File: config.mk
export PLATFORM = sky130hd
export DESIGN_NAME = mem_arbiter_flat
export DESIGN_NICKNAME = d
export VERILOG_FILES = /design/src/rtl/mem_arbiter_if.sv /design/src/rtl/mem_arbiter.sv /design/src/flat_wrapper.sv
export SDC_FILE = /design/constraint.sdc
export NUM_CORES = 1
export LEC_CHECK = 0
export BUFFER_PORTS_ARGS = -buffer_cell sky130_fd_sc_hd__clkbuf_2
export CAP_MARGIN = 20
export CORE_MARGIN = 2
export CORE_UTILIZATION = 42
export CTS_BUF_LIST = sky130_fd_sc_hd__clkbuf_8
export DETAILED_ROUTE_END_ITERATION = 8
export PLACE_DENSITY = 0.81
export SLEW_MARGIN = 20
export SYNTH_ARGS = -nofsm -noshare
export SYNTH_HDL_FRONTEND = slang
export SYNTH_SLANG_ARGS = --single-unit
File: constraint.sdc
create_clock -name clk -period 1.9 [get_ports clk]
set_clock_uncertainty 0.15 [all_clocks]
set_input_delay 0.095 -clock clk [delete_from_list [all_inputs] [get_ports clk]]
set_output_delay 0.095 -clock clk [all_outputs]
set_load 0.01 [all_outputs]
File: src/rtl/mem_arbiter_if.sv
// rtl/mem_arbiter_if.sv - single-port memory bus between the arbiter and memory
interface mem_arbiter_if;
    logic        bus_req;
    logic        bus_rw;
    logic [31:0] bus_addr;
    logic [31:0] bus_wdata;
    logic        bus_ack;
    logic [31:0] bus_rdata;

    modport master (
        output bus_req,
        output bus_rw,
        output bus_addr,
        output bus_wdata,
        input  bus_ack,
        input  bus_rdata
    );

    modport slave (
        input  bus_req,
        input  bus_rw,
        input  bus_addr,
        input  bus_wdata,
        output bus_ack,
        output bus_rdata
    );
endinterface

File: src/rtl/mem_arbiter.sv
// rtl/mem_arbiter.sv - fixed-priority fetch/data arbiter onto one memory port with timeout
module mem_arbiter #(
    parameter int unsigned TIMEOUT_CYCLES = 64
) (
    input  logic              clk,
    input  logic              rst,
    input  logic              if_req,
    input  logic [31:0]       if_addr,
    output logic              if_valid,
    output logic [31:0]       if_rdata,
    input  logic              ex_mem_ena,
    input  logic              ex_mem_rw,
    input  logic [31:0]       ex_mem_addr,
    input  logic [31:0]       ex_mem_data,
    output logic              ex_valid,
    output logic [31:0]       ex_rdata,
    output logic              err_o,
    output logic              stall_o,
    mem_arbiter_if.master     bus
);
    typedef enum logic [1:0] {IDLE, EX_BUSY, IF_BUSY} state_e;

    localparam logic [7:0] CNT_LAST = 8'(TIMEOUT_CYCLES - 1);

    state_e      state_q;
    logic        bus_req_q;
    logic        bus_rw_q;
    logic [31:0] bus_addr_q;
    logic [31:0] bus_wdata_q;
    logic        if_valid_q;
    logic        ex_valid_q;
    logic [31:0] if_rdata_q;
    logic [31:0] ex_rdata_q;
    logic        err_q;
    logic [7:0]  cnt_q;

    logic        ex_grant_d;
    logic        if_grant_d;
    logic        timeout_d;
    logic [7:0]  cnt_d;

    // A requester whose completion pulse is out this cycle is still holding its
    // request line; it must not be granted a second time for the same access.
    assign ex_grant_d = ex_mem_ena && !ex_valid_q;
    assign if_grant_d = if_req && !if_valid_q;
    assign timeout_d  = (cnt_q == CNT_LAST);
    assign cnt_d      = cnt_q + 8'd1;

    always_ff @(posedge clk) begin
        if (rst) begin
            state_q     <= IDLE;
            bus_req_q   <= 1'b0;
            bus_rw_q    <= 1'b0;
            bus_addr_q  <= 32'd0;
            bus_wdata_q <= 32'd0;
            if_valid_q  <= 1'b0;
            ex_valid_q  <= 1'b0;
            if_rdata_q  <= 32'd0;
            ex_rdata_q  <= 32'd0;
            err_q       <= 1'b0;
            cnt_q       <= 8'd0;
        end else begin
            if_valid_q <= 1'b0;
            ex_valid_q <= 1'b0;
            if_rdata_q <= 32'd0;
            ex_rdata_q <= 32'd0;
            err_q      <= 1'b0;
            case (state_q)
                IDLE: begin
                    if (ex_grant_d) begin
                        state_q     <= EX_BUSY;
                        bus_req_q   <= 1'b1;
                        bus_rw_q    <= ex_mem_rw;
                        bus_addr_q  <= ex_mem_addr;
                        bus_wdata_q <= ex_mem_data;
                        cnt_q       <= 8'd0;
                    end else if (if_grant_d) begin
                        state_q     <= IF_BUSY;
                        bus_req_q   <= 1'b1;
                        bus_rw_q    <= 1'b0;
                        bus_addr_q  <= if_addr;
                        bus_wdata_q <= 32'd0;
                        cnt_q       <= 8'd0;
                    end
                end
                EX_BUSY, IF_BUSY: begin
                    if (bus.bus_ack) begin
                        state_q   <= IDLE;
                        bus_req_q <= 1'b0;
                        if (state_q == EX_BUSY) begin
                            ex_valid_q <= 1'b1;
                            ex_rdata_q <= bus_rw_q ? 32'd0 : bus.bus_rdata;
                        end else begin
                            if_valid_q <= 1'b1;
                            if_rdata_q <= bus.bus_rdata;
                        end
                    end else if (timeout_d) begin
                        state_q   <= IDLE;
                        bus_req_q <= 1'b0;
                        err_q     <= 1'b1;
                        if (state_q == EX_BUSY) begin
                            ex_valid_q <= 1'b1;
                        end else begin
                            if_valid_q <= 1'b1;
                        end
                    end else begin
                        cnt_q <= cnt_d;
                    end
                end
                default: begin
                    state_q   <= IDLE;
                    bus_req_q <= 1'b0;
                end
            endcase
        end
    end

    assign bus.bus_req   = bus_req_q;
    assign bus.bus_rw    = bus_rw_q;
    assign bus.bus_addr  = bus_addr_q;
    assign bus.bus_wdata = bus_wdata_q;

    assign if_valid = if_valid_q;
    assign if_rdata = if_rdata_q;
    assign ex_valid = ex_valid_q;
    assign ex_rdata = ex_rdata_q;
    assign err_o    = err_q;
    assign stall_o  = ex_mem_ena && !ex_valid_q;
endmodule

File: src/flat_wrapper.sv
// flat-port wrapper written by rule: the top's interface ports become plain ports
module mem_arbiter_flat 
#(
    parameter int unsigned TIMEOUT_CYCLES = 64
)
  (clk, rst, if_req, if_addr, if_valid, if_rdata, ex_mem_ena, ex_mem_rw, ex_mem_addr, ex_mem_data, ex_valid, ex_rdata, err_o, stall_o, bus_bus_req, bus_bus_rw, bus_bus_addr, bus_bus_wdata, bus_bus_ack, bus_bus_rdata);
  mem_arbiter_if bus_i ();
  input  logic clk;
  input  logic rst;
  input  logic if_req;
  input  logic [31:0] if_addr;
  output logic if_valid;
  output logic [31:0] if_rdata;
  input  logic ex_mem_ena;
  input  logic ex_mem_rw;
  input  logic [31:0] ex_mem_addr;
  input  logic [31:0] ex_mem_data;
  output logic ex_valid;
  output logic [31:0] ex_rdata;
  output logic err_o;
  output logic stall_o;
  output wire logic [$bits(bus_i.bus_req)-1:0] bus_bus_req;
  output wire logic [$bits(bus_i.bus_rw)-1:0] bus_bus_rw;
  output wire logic [$bits(bus_i.bus_addr)-1:0] bus_bus_addr;
  output wire logic [$bits(bus_i.bus_wdata)-1:0] bus_bus_wdata;
  input wire logic [$bits(bus_i.bus_ack)-1:0] bus_bus_ack;
  input wire logic [$bits(bus_i.bus_rdata)-1:0] bus_bus_rdata;
  assign bus_bus_req = bus_i.bus_req;
  assign bus_bus_rw = bus_i.bus_rw;
  assign bus_bus_addr = bus_i.bus_addr;
  assign bus_bus_wdata = bus_i.bus_wdata;
  assign bus_i.bus_ack = bus_bus_ack;
  assign bus_i.bus_rdata = bus_bus_rdata;
  mem_arbiter #(.TIMEOUT_CYCLES(TIMEOUT_CYCLES)) u_core (.clk(clk), .rst(rst), .if_req(if_req), .if_addr(if_addr), .if_valid(if_valid), .if_rdata(if_rdata), .ex_mem_ena(ex_mem_ena), .ex_mem_rw(ex_mem_rw), .ex_mem_addr(ex_mem_addr), .ex_mem_data(ex_mem_data), .ex_valid(ex_valid), .ex_rdata(ex_rdata), .err_o(err_o), .stall_o(stall_o), .bus(bus_i));
endmodule
==> results.md, run 1 <==
### Critical path
- 420 ps — Largest stage delay, worst path
- 6 — R2R cell count
- 2130 ps — required time of the worst setup path
- reg2reg — critical setup path kind
- 6 — Max Fanout on Critical Path
- u_core.cnt_q[0] — end of the worst register-to-register path
- 2040 ps — Worst Path Arrival
- or4_1 — crit path max-delay cell type
- u_core.state_q[1] — startpoint of the worst register-to-register path
- register — CP Capture Type
- register — kind of launch point of the worst setup path
- 90 ps — setup slack of the worst register-to-register path
- inv_1 > ha_4 > nand2b_4 > a32o_2 > or4_1 > a21oi_2 — list of cells traversed by the critical path

### Floorplanning
- 113 um — floorplan die width
- 39 — placement row count
- 11500 um^2 — total core area
- 12700 um^2 — Die Footprint
- 268 — number of ports placed on the die boundary
- 0.433 — effective utilization at floorplan
- 113 um — die height

### Layout
- 0.351 — layout cells sized above 1
- 267 x clkbuf_2, 142 x dfxtp_1, 130 x dlygate4sd3_1, 73 x nand2_1, 67 x nor2_1 — commonest cells after routing, fill and taps aside
- 0 — Inserted Diodes
- 65.6% — Area growth syn-to-layout
- 721 — final-layout fill cell count
- clkbuf_2 — most common library cell in the layout ignoring fill and taps
- 1940 um^2 — area of combinational cells with multiple inputs
- 1050 — number of nets at the end of the flow
- 2860 um^2 — area of all sequential standard cells

### Clock tree
- 2 — buffers from clock root to sink, at most
- clkbuf_8 — library cell used as clock root buffer
- 4 — maximum level of the CTS H-tree
- 143 — number of clock sinks
- done — clock tree from TritonCTS
- 430 ps — clock latency of the later-clocked register in the worst-skew pair
- 80 ps — clock transition at the registers of the reported paths
- 17 — clock buffer count from CTS

### Placed design
- 9830 um — half-perimeter wire length of the detailed placement result
- 0.808 — gpl congestion
- 267 — count of buffers inserted at the top-level ports

### Timing
- 0 ps — Post-Route Setup TNS
- 551 MHz — highest attainable clock frequency
- 0.769 — relative slew slack
- 0.955 — share of the clock period used by the worst path after layout
- false — setup repair after global routing missed its margin
- 0 — total count of hold-check failures in the final report
- 346 ps — transition time of the tightest slew-check pin
- 0 — setup violation total in the final timing report
- 1810 ps — final critical-path required period
- 0 — Final Max Slew Viols

### Drt
- 655 — DRC marker count from the first detailed-route iteration
- 5531 — routed vias
- 17400 um — final routed wirelength across all metal layers
- 0 — remaining number of nets flagged by the antenna check after routing
- 5 — iteration count of the initial detailed-routing pass
- 16.3 um — average detailed-routed wire length per instance
- 0 — DRC
- 5.17 — via density per instance

### GRT
- 5577 — vias in the first global route
- 0 — GR Overflow Total
- 0 — initial antenna violation count
- 73 — maximum number of pins on one net before global-route repair
- 27300 um — wire length of the first global-routing pass
- 0.272 — global-route total usage across every layer

### Power
- 0.776 mV — worst IR drop on VDD
- 7.01 mW — overall power consumption
- 853 nW/um^2 — power per standard cell area
- 3.90 nW — Leak Pwr

### Synth
- 520 — cells after synthesis
- 40 — number of distinct standard cells referenced by the synthesized netlist
- 0.577 — sequential fraction of the synthesis area
- 0 — share of synthesized flip-flops with an asynchronous set or reset
- 0 — number of enable-type register cells in the synthesized netlist
- 143 — synthesis-stage register bit count
- 657 — net count after synthesis
- 0 — yosys warns
- 4960 um^2 — synthesized area
- dfxtp_1 — Most used DFF post-synth
- 9.55 um^2 — synthesized area divided by synthesized cell count

### Worst hold path
- u_core.bus.bus_wdata[1] — end point of the worst hold path
- in2reg — path category of the worst min-delay check
- rst — worst min-delay path startpoint
- 3 — cell count of the worst hold path

### Flow run
- 0 — number of max-cap violations

### Run status
- finished clean — result of the run

## metal layers
layer	GRT usage	wire length, um	vias up
met5	0	0	-
met4	0.166	878	0
met3	0.0964	1800	70
met2	0.456	8410	345
met1	0.294	6330	2536
li1	-	-	2580
## sequential cells by signal, indices dropped and copies added (netlist names), 2 cells and up
register,count
u_core.state_q,2
u_core.if_rdata,32
u_core.cnt_q,8
u_core.ex_rdata,32
u_core.bus.bus_wdata,32
u_core.bus.bus_addr,32
## cell type report
class                           count  area share
Clock buffer                       18      0.0301
Clock inverter                     14      0.0146
Inverter                            5     0.00228
Multi-Input combinational cell    332       0.236
Sequential cell                   143       0.349
Tap cell                          143      0.0218
Timing Repair Buffer              414       0.347
## synth_stat cells, types with 2 or more instances
library cell | number | area [um^2]
o211ai_1 | 3 | 22.5
a22oi_1 | 33 | 248
buf_2 | 9 | 45.0
a21oi_1 | 9 | 45.0
o31ai_1 | 2 | 15.0
clkbuf_1 | 25 | 93.8
buf_6 | 3 | 33.8
a211oi_1 | 2 | 15.0
nand3_1 | 3 | 15.0
nand2_1 | 73 | 274
a311oi_1 | 32 | 280
and2_1 | 65 | 407
nor3b_1 | 2 | 15.0
nand2b_1 | 4 | 25.0
ha_1 | 3 | 37.5
o21ai_0 | 4 | 20.0
dfxtp_1 | 143 | 2860
and3_1 | 2 | 12.5
buf_1 | 3 | 11.3
o21ai_1 | 2 | 10.0
o32ai_1 | 2 | 17.5
a31oi_1 | 2 | 12.5
nor3_1 | 4 | 20.0
nand4_1 | 5 | 31.3
nor2_1 | 67 | 251
inv_1 | 4 | 15.0
## stage by stage
stage	cell area [um^2]	hold WS, ps	setup WS (ps)	utilization	std cells
detailed placement	6530	160	27.2	0.570	907
CTS	8200	17.2	23.4	0.715	1069
finish	8220	35.0	86.0	0.717	1069
floorplan	4970	24.3	2.60	-	520
global placement	6530	157	61.2	0.570	907
global route	8220	33.1	16.1	0.717	1069
## cell families (layout without fill, tap and decap cells)
group / Yosys count / in the layout / synth area share
buffers and inverters: 45 / 451 / 0.0408
adders and majority gates: 3 / 3 / 0.00756
AOI/OAI and AO/OA: 97 / 97 / 0.149
DFF: 143 / 143 / 0.577
and+or+nand+nor: 232 / 232 / 0.226
## worst max-delay path by stage
stage / startpoint / to / slack [ps] / cells past startpoint
floorplan: u_core.cnt_q[0] / u_core.cnt_q[0] / 3 / 7
global placement: u_core.state_q[1] / u_core.cnt_q[0] / 60 / 6
detailed placement: u_core.state_q[1] / u_core.cnt_q[0] / 30 / 6
CTS: u_core.state_q[1] / u_core.cnt_q[0] / 20 / 6
global route: u_core.state_q[1] / u_core.cnt_q[0] / 20 / 7
finish: u_core.state_q[1] / u_core.cnt_q[0] / 90 / 6
## power breakdown
group          internal, mW  total (mW)  leakage, nW  switching [mW]
registers              3.20        3.31         1.17           0.109
clock network          1.06        2.25        0.185            1.19
logic                 0.714        1.45         2.54           0.739
total                  4.97        7.01         3.90            2.04
## critical path: cells and delay by family, from the launching register on
| family | cells | cell delay (ps) |
|---|---|---|
| simple gates | 2 | 560 |
| flops | 1 | 330 |
| buf+inv | 1 | 80 |
| compound gates | 2 | 390 |
| fa+ha+maj | 1 | 250 |
## repair_timing
| action | in CTS | in global routing |
|---|---|---|
| setup endpoints to repair | 0 | 25 |
| hold endpoints to repair | 136 | 0 |
| resized for setup | 0 | 3 |
| buffers inserted | 0 | 0 |
| hold buffers | 130 | 0 |
Power figures use the tool's default switching activity.
==> run 2: changes to the inputs <==
Settings changed: CTS_BUF_LIST sky130_fd_sc_hd__clkbuf_8 to sky130_fd_sc_hd__clkbuf_2 sky130_fd_sc_hd__clkbuf_4 sky130_fd_sc_hd__clkbuf_8.
==> results.md, run 2 (synthesis results as in run 1) <==
### Run status
- finished clean — result of the run

### Critical path
- 2040 ps — Worst Path Arrival
- 6 — Max Fanout on Critical Path
- register — CP Capture Type
- inv_1 > ha_4 > nand2b_4 > a32o_2 > or4_1 > a21oi_2 — list of cells traversed by the critical path
- reg2reg — critical setup path kind
- register — kind of launch point of the worst setup path
- or4_1 — crit path max-delay cell type
- 2120 ps — required time of the worst setup path
- 420 ps — Largest stage delay, worst path

### Drt
- 17200 um — final routed wirelength across all metal layers
- 16.1 um — average detailed-routed wire length per instance
- 0 — remaining number of nets flagged by the antenna check after routing
- 5536 — routed vias
- 606 — DRC marker count from the first detailed-route iteration
- 0 — DRC
- 5 — iteration count of the initial detailed-routing pass
- 5.18 — via density per instance

### Layout
- 1940 um^2 — area of combinational cells with multiple inputs
- 0.718 — final core utilization
- 2860 um^2 — area of all sequential standard cells
- 707 — final-layout fill cell count
- 0.354 — layout cells sized above 1
- 65.8% — Area growth syn-to-layout
- 0 — Inserted Diodes
- 1050 — number of nets at the end of the flow
- 267 x clkbuf_2, 142 x dfxtp_1, 130 x dlygate4sd3_1, 73 x nand2_1, 67 x nor2_1 — commonest cells after routing, fill and taps aside
- clkbuf_2 — most common library cell in the layout ignoring fill and taps

### Timing
- 340 ps — transition time of the tightest slew-check pin
- 0 — setup violation total in the final timing report
- 0 — Final Max Slew Viols
- 0 — total count of hold-check failures in the final report
- 0.773 — relative slew slack
- 1820 ps — final critical-path required period
- 0.956 — share of the clock period used by the worst path after layout
- false — setup repair after global routing missed its margin
- 0 ps — Post-Route Setup TNS
- 551 MHz — highest attainable clock frequency

### Clock tree
- 4 — maximum level of the CTS H-tree
- 80 ps — clock transition at the registers of the reported paths
- 430 ps — clock latency of the later-clocked register in the worst-skew pair
- clkbuf_8 — library cell used as clock root buffer
- 2 — buffers from clock root to sink, at most
- 143 — number of clock sinks
- 0 — post-CTS repair timing setup buffer count
- 17 — clock buffer count from CTS
- done — clock tree from TritonCTS

### Floorplanning
- 12700 um^2 — Die Footprint
- 113 um — floorplan die width
- 113 um — die height
- 39 — placement row count
- 0.433 — effective utilization at floorplan
- 268 — number of ports placed on the die boundary
- 11500 um^2 — total core area

### Flow run
- 0 — number of max-cap violations

### Placed design
- 9830 um — half-perimeter wire length of the detailed placement result
- 267 — count of buffers inserted at the top-level ports
- 0.808 — gpl congestion

### Power
- 7.05 mW — overall power consumption
- 0.206 — fraction of power consumed by combinational cells
- 0.286 — sw frac
- 3.89 nW — Leak Pwr
- 2.02 mW — switching power total
- 0.620 mV — worst IR drop on VDD
- 0.469 — fraction of power consumed by sequential logic
- 5.03 mW — internal power component
- 857 nW/um^2 — power per standard cell area
- 0.325 — clock share of power

### GRT
- 0 — initial antenna violation count
- 73 — maximum number of pins on one net before global-route repair
- 0.269 — global-route total usage across every layer
- 5625 — vias in the first global route
- 0 — GR Overflow Total
- 27100 um — wire length of the first global-routing pass

### Worst hold path
- in2reg — path category of the worst min-delay check

[run 2: power by group through the flow]
stage          sequential [mW]  clock (mW)  combinational [mW]
3_5_place_dp              3.37           0                1.18
5_1_grt                   3.33        2.47                1.58
4_1_cts                   3.30        2.33                1.40
2_1_floorplan             3.45           0               0.562
6_report                  3.31        2.29                1.45
3_3_place_gp              3.36           0                1.17
[run 2: timing repair]
item	CTS	global route
endpoints found under the setup margin	0	25
hold buffers	130	0
resized for setup	0	3
hold endpoints to repair	136	0
[run 2: cell type report]
type / count / area share
Clock buffer: 21 / 0.0328
Clock inverter: 11 / 0.0132
Inverter: 5 / 0.00228
Multi-Input combinational cell: 332 / 0.235
Sequential cell: 143 / 0.348
Tap cell: 143 / 0.0217
Timing Repair Buffer: 414 / 0.347
[run 2: worst max-delay path, delay by kind of cell (launching register included)]
kind                     cells  cell delay (ps)
flip-flops                   1              330
AO/OA/AOI/OAI                2              390
adder cells (fa/ha/maj)      1              260
buffers and inverters        1               80
AND/OR/NAND/NOR              2              560
[run 2: layer usage]
metal,part of all wire,track usage,vias to the layer above
met3,0.10,0.0921,63
met5,0,0,-
met2,0.49,0.455,336
li1,-,-,2576
met1,0.36,0.288,2561
met4,0.049,0.169,0
[run 2: worst paths after layout]
kind | slack [ps] | from | depth (start not counted) | to
max | 80 | u_core.state_q[1] | 6 | u_core.cnt_q[0]
min | 40 | rst | 3 | u_core.bus.bus_wdata[22]
max reg2reg | 80 | u_core.state_q[1] | 6 | u_core.cnt_q[0]
min reg2reg | 330 | u_core.state_q[1] | 2 | u_core.state_q[1]
[run 2: through the flow]
| stage | worst slack, ps | instances | instance area, um^2 | hold WS [ps] |
|---|---|---|---|---|
| after floorplan | 2.60 | 520 | 4970 | 24.3 |
| after global placement | 61.2 | 907 | 6530 | 157 |
| after detailed placement | 27.2 | 907 | 6530 | 160 |
| after CTS | 23.5 | 1069 | 8210 | 23.0 |
| after global routing | 16.0 | 1069 | 8230 | 33.1 |
| final | 84.0 | 1069 | 8230 | 35.2 |
